`src/rtl/ntm_adder_stream_if.sv`:
```
// Stream bundle for ntm_adder_stream: operand input port, result output port, clear and occupancy.
// The slave modport is the adder's view; the master modport is the producer/consumer side.
interface ntm_adder_stream_if #(
  parameter int unsigned DATA_WIDTH = 8,
  parameter int unsigned DEPTH      = 4
);
  logic                      in_valid;
  logic                      in_ready;
  logic [DATA_WIDTH-1:0]     in1;
  logic [DATA_WIDTH-1:0]     in2;
  logic [1:0]                mode;
  logic                      clear;
  logic                      out_valid;
  logic                      out_ready;
  logic [DATA_WIDTH:0]       out;
  logic                      out_flag;
  logic [$clog2(DEPTH):0]    count;

  modport master (
    output in_valid, in1, in2, mode, clear, out_ready,
    input  in_ready, out_valid, out, out_flag, count
  );

  modport slave (
    input  in_valid, in1, in2, mode, clear, out_ready,
    output in_ready, out_valid, out, out_flag, count
  );
endinterface

```
`src/rtl/ntm_adder_stream.sv`:
```
// Stream adder: add / sub / saturating add / accumulate per accepted beat, results with a status
// flag queued in a circular FIFO and drained over a valid/ready port.
module ntm_adder_stream #(
  parameter int unsigned DATA_WIDTH = 8,
  parameter int unsigned DEPTH      = 4
) (
  input logic                clk,
  input logic                rst,
  ntm_adder_stream_if.slave  bus
);

  localparam int unsigned W  = DATA_WIDTH + 1;
  localparam int unsigned PW = $clog2(DEPTH);
  localparam int unsigned CW = PW + 1;

  localparam logic [W-1:0]  SatMax = {1'b0, {DATA_WIDTH{1'b1}}};
  localparam logic [CW-1:0] Full   = CW'(DEPTH);

  logic [W-1:0]     mem_q [DEPTH];
  logic [DEPTH-1:0] flag_mem_q;
  logic [PW-1:0]    wr_ptr_q, wr_ptr_d;
  logic [PW-1:0]    rd_ptr_q, rd_ptr_d;
  logic [CW-1:0]    count_q, count_d;
  logic [W-1:0]     acc_q, acc_d;

  logic             push, pop;
  logic             out_valid;
  logic [W-1:0]     opa, opb, sum, diff, acc_base, res;
  logic [W:0]       acc_sum;
  logic             res_flag;

  assign bus.in_ready = (count_q != Full);
  assign out_valid    = (count_q != '0);
  assign push         = bus.in_valid && bus.in_ready;
  assign pop          = out_valid && bus.out_ready;

  // Result for the beat currently presented; only written when it is accepted.
  always_comb begin
    opa      = {1'b0, bus.in1};
    opb      = {1'b0, bus.in2};
    sum      = opa + opb;
    diff     = opa - opb;
    // clear wins over the old accumulator when it lands with an accumulate beat
    acc_base = bus.clear ? '0 : acc_q;
    acc_sum  = {1'b0, acc_base} + {1'b0, sum};
    res      = '0;
    res_flag = 1'b0;
    case (bus.mode)
      2'b00: res = sum;
      2'b01: begin
        res      = diff;
        res_flag = (bus.in1 < bus.in2);
      end
      2'b10: begin
        if (sum[W-1]) begin
          res      = SatMax;
          res_flag = 1'b1;
        end else begin
          res = sum;
        end
      end
      2'b11: begin
        res      = acc_sum[W-1:0];
        res_flag = acc_sum[W];
      end
      default: ;
    endcase
  end

  always_comb begin
    acc_d = acc_q;
    if (bus.clear) acc_d = '0;
    if (push && (bus.mode == 2'b11)) acc_d = acc_sum[W-1:0];
  end

  always_comb begin
    wr_ptr_d = wr_ptr_q;
    rd_ptr_d = rd_ptr_q;
    count_d  = count_q;
    if (push) wr_ptr_d = wr_ptr_q + 1'b1;
    if (pop)  rd_ptr_d = rd_ptr_q + 1'b1;
    case ({push, pop})
      2'b10:   count_d = count_q + 1'b1;
      2'b01:   count_d = count_q - 1'b1;
      default: count_d = count_q;
    endcase
  end

  always_ff @(posedge clk or negedge rst) begin
    if (!rst) begin
      wr_ptr_q <= '0;
      rd_ptr_q <= '0;
      count_q  <= '0;
      acc_q    <= '0;
    end else begin
      wr_ptr_q <= wr_ptr_d;
      rd_ptr_q <= rd_ptr_d;
      count_q  <= count_d;
      acc_q    <= acc_d;
    end
  end

  // Storage needs no reset: the head is masked to zero whenever the FIFO is empty.
  always_ff @(posedge clk) begin
    if (push) begin
      mem_q[wr_ptr_q]      <= res;
      flag_mem_q[wr_ptr_q] <= res_flag;
    end
  end

  assign bus.out_valid = out_valid;
  assign bus.out       = out_valid ? mem_q[rd_ptr_q] : '0;
  assign bus.out_flag  = out_valid ? flag_mem_q[rd_ptr_q] : 1'b0;
  assign bus.count     = count_q;

endmodule

```
`src/flat_wrapper.sv`:
```
// flat-port wrapper written by rule: the top's interface ports become plain ports
module ntm_adder_stream_flat 
#(
  parameter int unsigned DATA_WIDTH = 8,
  parameter int unsigned DEPTH      = 4
)
  (clk, rst, bus_in_valid, bus_in1, bus_in2, bus_mode, bus_clear, bus_out_ready, bus_in_ready, bus_out_valid, bus_out, bus_out_flag, bus_count);
  ntm_adder_stream_if #(.DATA_WIDTH(DATA_WIDTH), .DEPTH(DEPTH)) bus_i ();
  input logic clk;
  input logic rst;
  input wire logic [$bits(bus_i.in_valid)-1:0] bus_in_valid;
  input wire logic [$bits(bus_i.in1)-1:0] bus_in1;
  input wire logic [$bits(bus_i.in2)-1:0] bus_in2;
  input wire logic [$bits(bus_i.mode)-1:0] bus_mode;
  input wire logic [$bits(bus_i.clear)-1:0] bus_clear;
  input wire logic [$bits(bus_i.out_ready)-1:0] bus_out_ready;
  output wire logic [$bits(bus_i.in_ready)-1:0] bus_in_ready;
  output wire logic [$bits(bus_i.out_valid)-1:0] bus_out_valid;
  output wire logic [$bits(bus_i.out)-1:0] bus_out;
  output wire logic [$bits(bus_i.out_flag)-1:0] bus_out_flag;
  output wire logic [$bits(bus_i.count)-1:0] bus_count;
  assign bus_i.in_valid = bus_in_valid;
  assign bus_i.in1 = bus_in1;
  assign bus_i.in2 = bus_in2;
  assign bus_i.mode = bus_mode;
  assign bus_i.clear = bus_clear;
  assign bus_i.out_ready = bus_out_ready;
  assign bus_in_ready = bus_i.in_ready;
  assign bus_out_valid = bus_i.out_valid;
  assign bus_out = bus_i.out;
  assign bus_out_flag = bus_i.out_flag;
  assign bus_count = bus_i.count;
  ntm_adder_stream #(.DATA_WIDTH(DATA_WIDTH), .DEPTH(DEPTH)) u_core (.clk(clk), .rst(rst), .bus(bus_i));
endmodule
```
`config.mk`:
```
export PLATFORM = sky130hd
export DESIGN_NAME = ntm_adder_stream_flat
export DESIGN_NICKNAME = d
export VERILOG_FILES = /design/src/rtl/ntm_adder_stream_if.sv /design/src/rtl/ntm_adder_stream.sv /design/src/flat_wrapper.sv
export SDC_FILE = /design/constraint.sdc
export NUM_CORES = 1
export LEC_CHECK = 0
export BUFFER_PORTS_ARGS = -buffer_cell sky130_fd_sc_hd__buf_2
export CAP_MARGIN = 30
export CORE_MARGIN = 2
export CORE_UTILIZATION = 55
export DETAILED_ROUTE_END_ITERATION = 16
export GPL_TIMING_DRIVEN = 1
export PLACE_DENSITY = 0.82
export RECOVER_POWER = 25
export SYNTH_ARGS = -nofsm -noshare
export SYNTH_HDL_FRONTEND = slang
export SYNTH_SLANG_ARGS = --single-unit
export TNS_END_PERCENT = 50
```
`constraint.sdc`:
```
create_clock -name clk -period 3.1 [get_ports clk]
set_input_delay 0 -clock clk [delete_from_list [all_inputs] [get_ports clk]]
set_output_delay 0 -clock clk [all_outputs]
set_load 0.01 [all_outputs]
```
==> results.toml <==
[critical_path]
arrival_ns = 2.77
cp_common_cell = "ha_1"
path_cells = "buf_2 -> inv_1 -> ha_1 -> a221oi_1 -> o21ai_0 -> nor2b_1 -> xor2_1 -> ha_1 -> a21oi_1 -> a311oi_2 -> xnor2_1 -> o21ai_1"
crit_fanout = 9
cp_data_required_time_ns = 3.21
worstSetupPathType = "input pin to flop"
cp_slowest_cell = "ha_1"
worst_setup_path_end_kind = "flop"
max_stage_delay_ns = 0.43
cp-start-kind = "input pin"

[floorplanning]
core.rowCount = 29
die_x_um = 85.2
dieHeight_um = 85.2
floorplan.initialDensity_pct = 57.2
num_io_pins = 38
die-area_um2 = 7270
core-area_um2 = 6350

[synthesis]
yosys_warnings = 0
synthDominantCellAreaShare_pct = 33.1
synth_seq_cells = 56
netlist-cell-type-count = 51
synthesis.nets = 373
synth-main-ff-cell = "edfxtp_1"
yosysSeqAreaShare_pct = 44.1
synthesis.area_um2 = 3630
netlist_top_cells_area = "edfxtp_1 (33%), dfrtp_1 (11%), ha_1 (11%)"
synth_top_cell_by_area = "edfxtp_1"
postSynthAreaPerCell_um2 = 11.5
async_flop_share_pct = 28.6
synth-edff-count = 40
syn_inst = 315

[place]
placed_area_um2 = 3860
gp_congestion = 0.931
port_buffers = 37
dp_hpwl_mm = 5.42

[final_layout]
drive_gt1_share_pct = 18.1
final_cell_mix = "edfxtp_1 (40), ha_1 (31), buf_2 (31), inv_1 (27), nand2_1 (26)"
syn2layout_area_growth_pct = 8.96
diodes = 0
final_util_pct = 62.3
fin_nets = 406
final_common_cell = "edfxtp_1"
stdcell_area_um2 = 3960

[global_route]
grt_pass1_wl_mm = 11.8
grt_overflow_total = 0
grt_usage_pct = 20.8
grt_pass1_vias = 2517
grt_antenna_before_repair = 0
grt_max_degree = 20

[clock_network]
tritoncts = "done"
hold_buffers = 1
cts.repair.resized = 0
clk_pin_slew_worst_paths_ns = 0.10
numClockSinks = 56
clock_latency_ns = 0.31
cts_setup_buffers = 0
htree_levels = 2
cts_buffers = 5
cts_root_buf = "clkbuf_8"
ctsLongestPathBuffers = 2

[detailed_routing]
ant_nets = 0
wl_per_cell_um = 16.3
remaining_drc_errors = 0
route.final.wire_length_mm = 6.94
drt_first_pass_iters = 4
dr.first_iter.drc_count = 177
num_vias = 2424
avgViaCountPerCell = 5.69

[timing]
fin_crit_sh_pct = 85.7
period_needed_ns = 2.66
fmax_mhz = 376
rsz0062_at_grt = "no"
finalSetupTns_ns = 0
skew_ns = 0.00937
tightest_slew_ns = 0.943
relSlewSlack_pct = 37.1
drv_slew = 0
finalHoldViolCount = 0
setup_viol = 0

[pwr]
p_sw_share_pct = 35.7
irDropWorstVdd_uv = 453
pwr-share-comb_pct = 41.6
power.leakage_nw = 1.68
pwr-share-clk_pct = 15.4
intPower_mw = 1.72
power.density_nw_per_um2 = 675
switchingPower_mw = 0.954
seq_power_share_pct = 42.9

[run_status]
outcome = "complete, no violations"

[hold_path]
hold_class = "input pin to flop"

[run]
maxCapViolations = 0
==> cells in the mapped netlist, drive strengths merged, types with 2 or more instances <==
| library cell | number |
|---|---|
| and3 | 4 |
| nand3 | 5 |
| o21bai | 3 |
| buf | 3 |
| mux2 | 4 |
| o21ai | 12 |
| nor2 | 16 |
| nand4 | 3 |
| dfrtp | 16 |
| a21o | 3 |
| clkbuf | 9 |
| a21oi | 12 |
| a31oi | 3 |
| nor3 | 2 |
| mux4 | 10 |
| a221o | 4 |
| fa | 4 |
| a221oi | 2 |
| o211ai | 2 |
| xnor2 | 18 |
| nor2b | 9 |
| xor2 | 6 |
| and2b | 5 |
| a22oi | 3 |
| ha | 31 |
| o221ai | 2 |
| inv | 27 |
| and2 | 13 |
| nand2b | 5 |
| edfxtp | 40 |
| nand2 | 26 |
| or3 | 2 |
==> worst max-delay path, delay by kind of cell <==
kind | cells | cell delay (ns)
AOI/OAI and AO/OA | 5 | 1.19
xor gates and xnor gates | 2 | 0.42
adders and majority gates | 2 | 0.73
buffers and inverters | 2 | 0.13
and+or+nand+nor | 1 | 0.28
==> sequential cells by signal, indices dropped and copies added, names as in the netlist <==
signal,cells
u_core.flag_mem_q,4
u_core.bus.count,3
u_core.mem_q,36
u_core.wr_ptr_q,2
u_core.rd_ptr_q,2
u_core.acc_q,9
==> cell families after synthesis <==
| kind of cell | after synthesis | share of synthesized area [%] |
|---|---|---|
| simple gates | 91 | 13.5 |
| flops | 56 | 44.1 |
| compound gates | 55 | 11.3 |
| buf+inv | 39 | 4.31 |
| fa+ha+maj | 35 | 12.9 |
| xor+xnor | 24 | 6.20 |
| mux | 15 | 7.72 |
==> power groups by stage <==
stage	combinational, mW	clock [mW]	sequential [mW]
6_report	1.11	0.412	1.15
5_1_grt	1.24	0.454	1.17
4_1_cts	1.13	0.420	1.15
3_5_place_dp	1.12	0	1.17
3_3_place_gp	1.09	0	1.16
2_1_floorplan	0.866	0	1.09
==> final timing paths <==
kind	startpoint	endpoint	slack, ns	cells past startpoint
worst min register to register	u_core.bus.count[0]$_DFFE_PN0P_	u_core.bus.count[0]$_DFFE_PN0P_	0.53	1
worst min-delay path	bus_clear	u_core.acc_q[4]$_DFF_PN0_	0.10	4
max in group asynchronous	rst	u_core.acc_q[1]$_DFF_PN0_	2.18	2
worst max-delay path	bus_in2[2]	u_core.mem_q[2][8]$_DFFE_PP_	0.44	12
min in group asynchronous	rst	u_core.acc_q[5]$_DFF_PN0_	0.34	2
worst max register to register	u_core.acc_q[0]$_DFF_PN0_	u_core.mem_q[2][8]$_DFFE_PP_	0.63	11
==> through the flow <==
step	instances	power (mW)	hold WS, ns	setup WS [ns]
finish	426	2.67	0.101	0.443
global route	426	2.87	0.144	0.139
CTS	426	2.70	0.0653	0.459
detailed placement	417	2.29	-0.0521	0.134
global placement	417	2.24	-0.0510	0.198
floorplan	315	1.96	-0.296	0.612
==> area by class of cell <==
| type | count | area [µm²] |
|---|---|---|
| clock inverters | 3 | 27.5 |
| inverters | 27 | 101 |
| flip-flops and latches | 56 | 1600 |
| multi-input cells | 220 | 1870 |
| well taps | 77 | 96.3 |
| clock buffers | 5 | 68.8 |
| repair buffers | 38 | 188 |
| fillers | 523 | 2390 |
==> routing by layer <==
metal	track usage [%]	up-vias	routed length (µm)
met4	5.48	0	92
met3	3.50	8	250
li1	-	1195	-
met5	0	-	0
met1	26.9	1161	3150
met2	36.5	60	3450
Note: power is estimated with default switching activity, not from simulation.
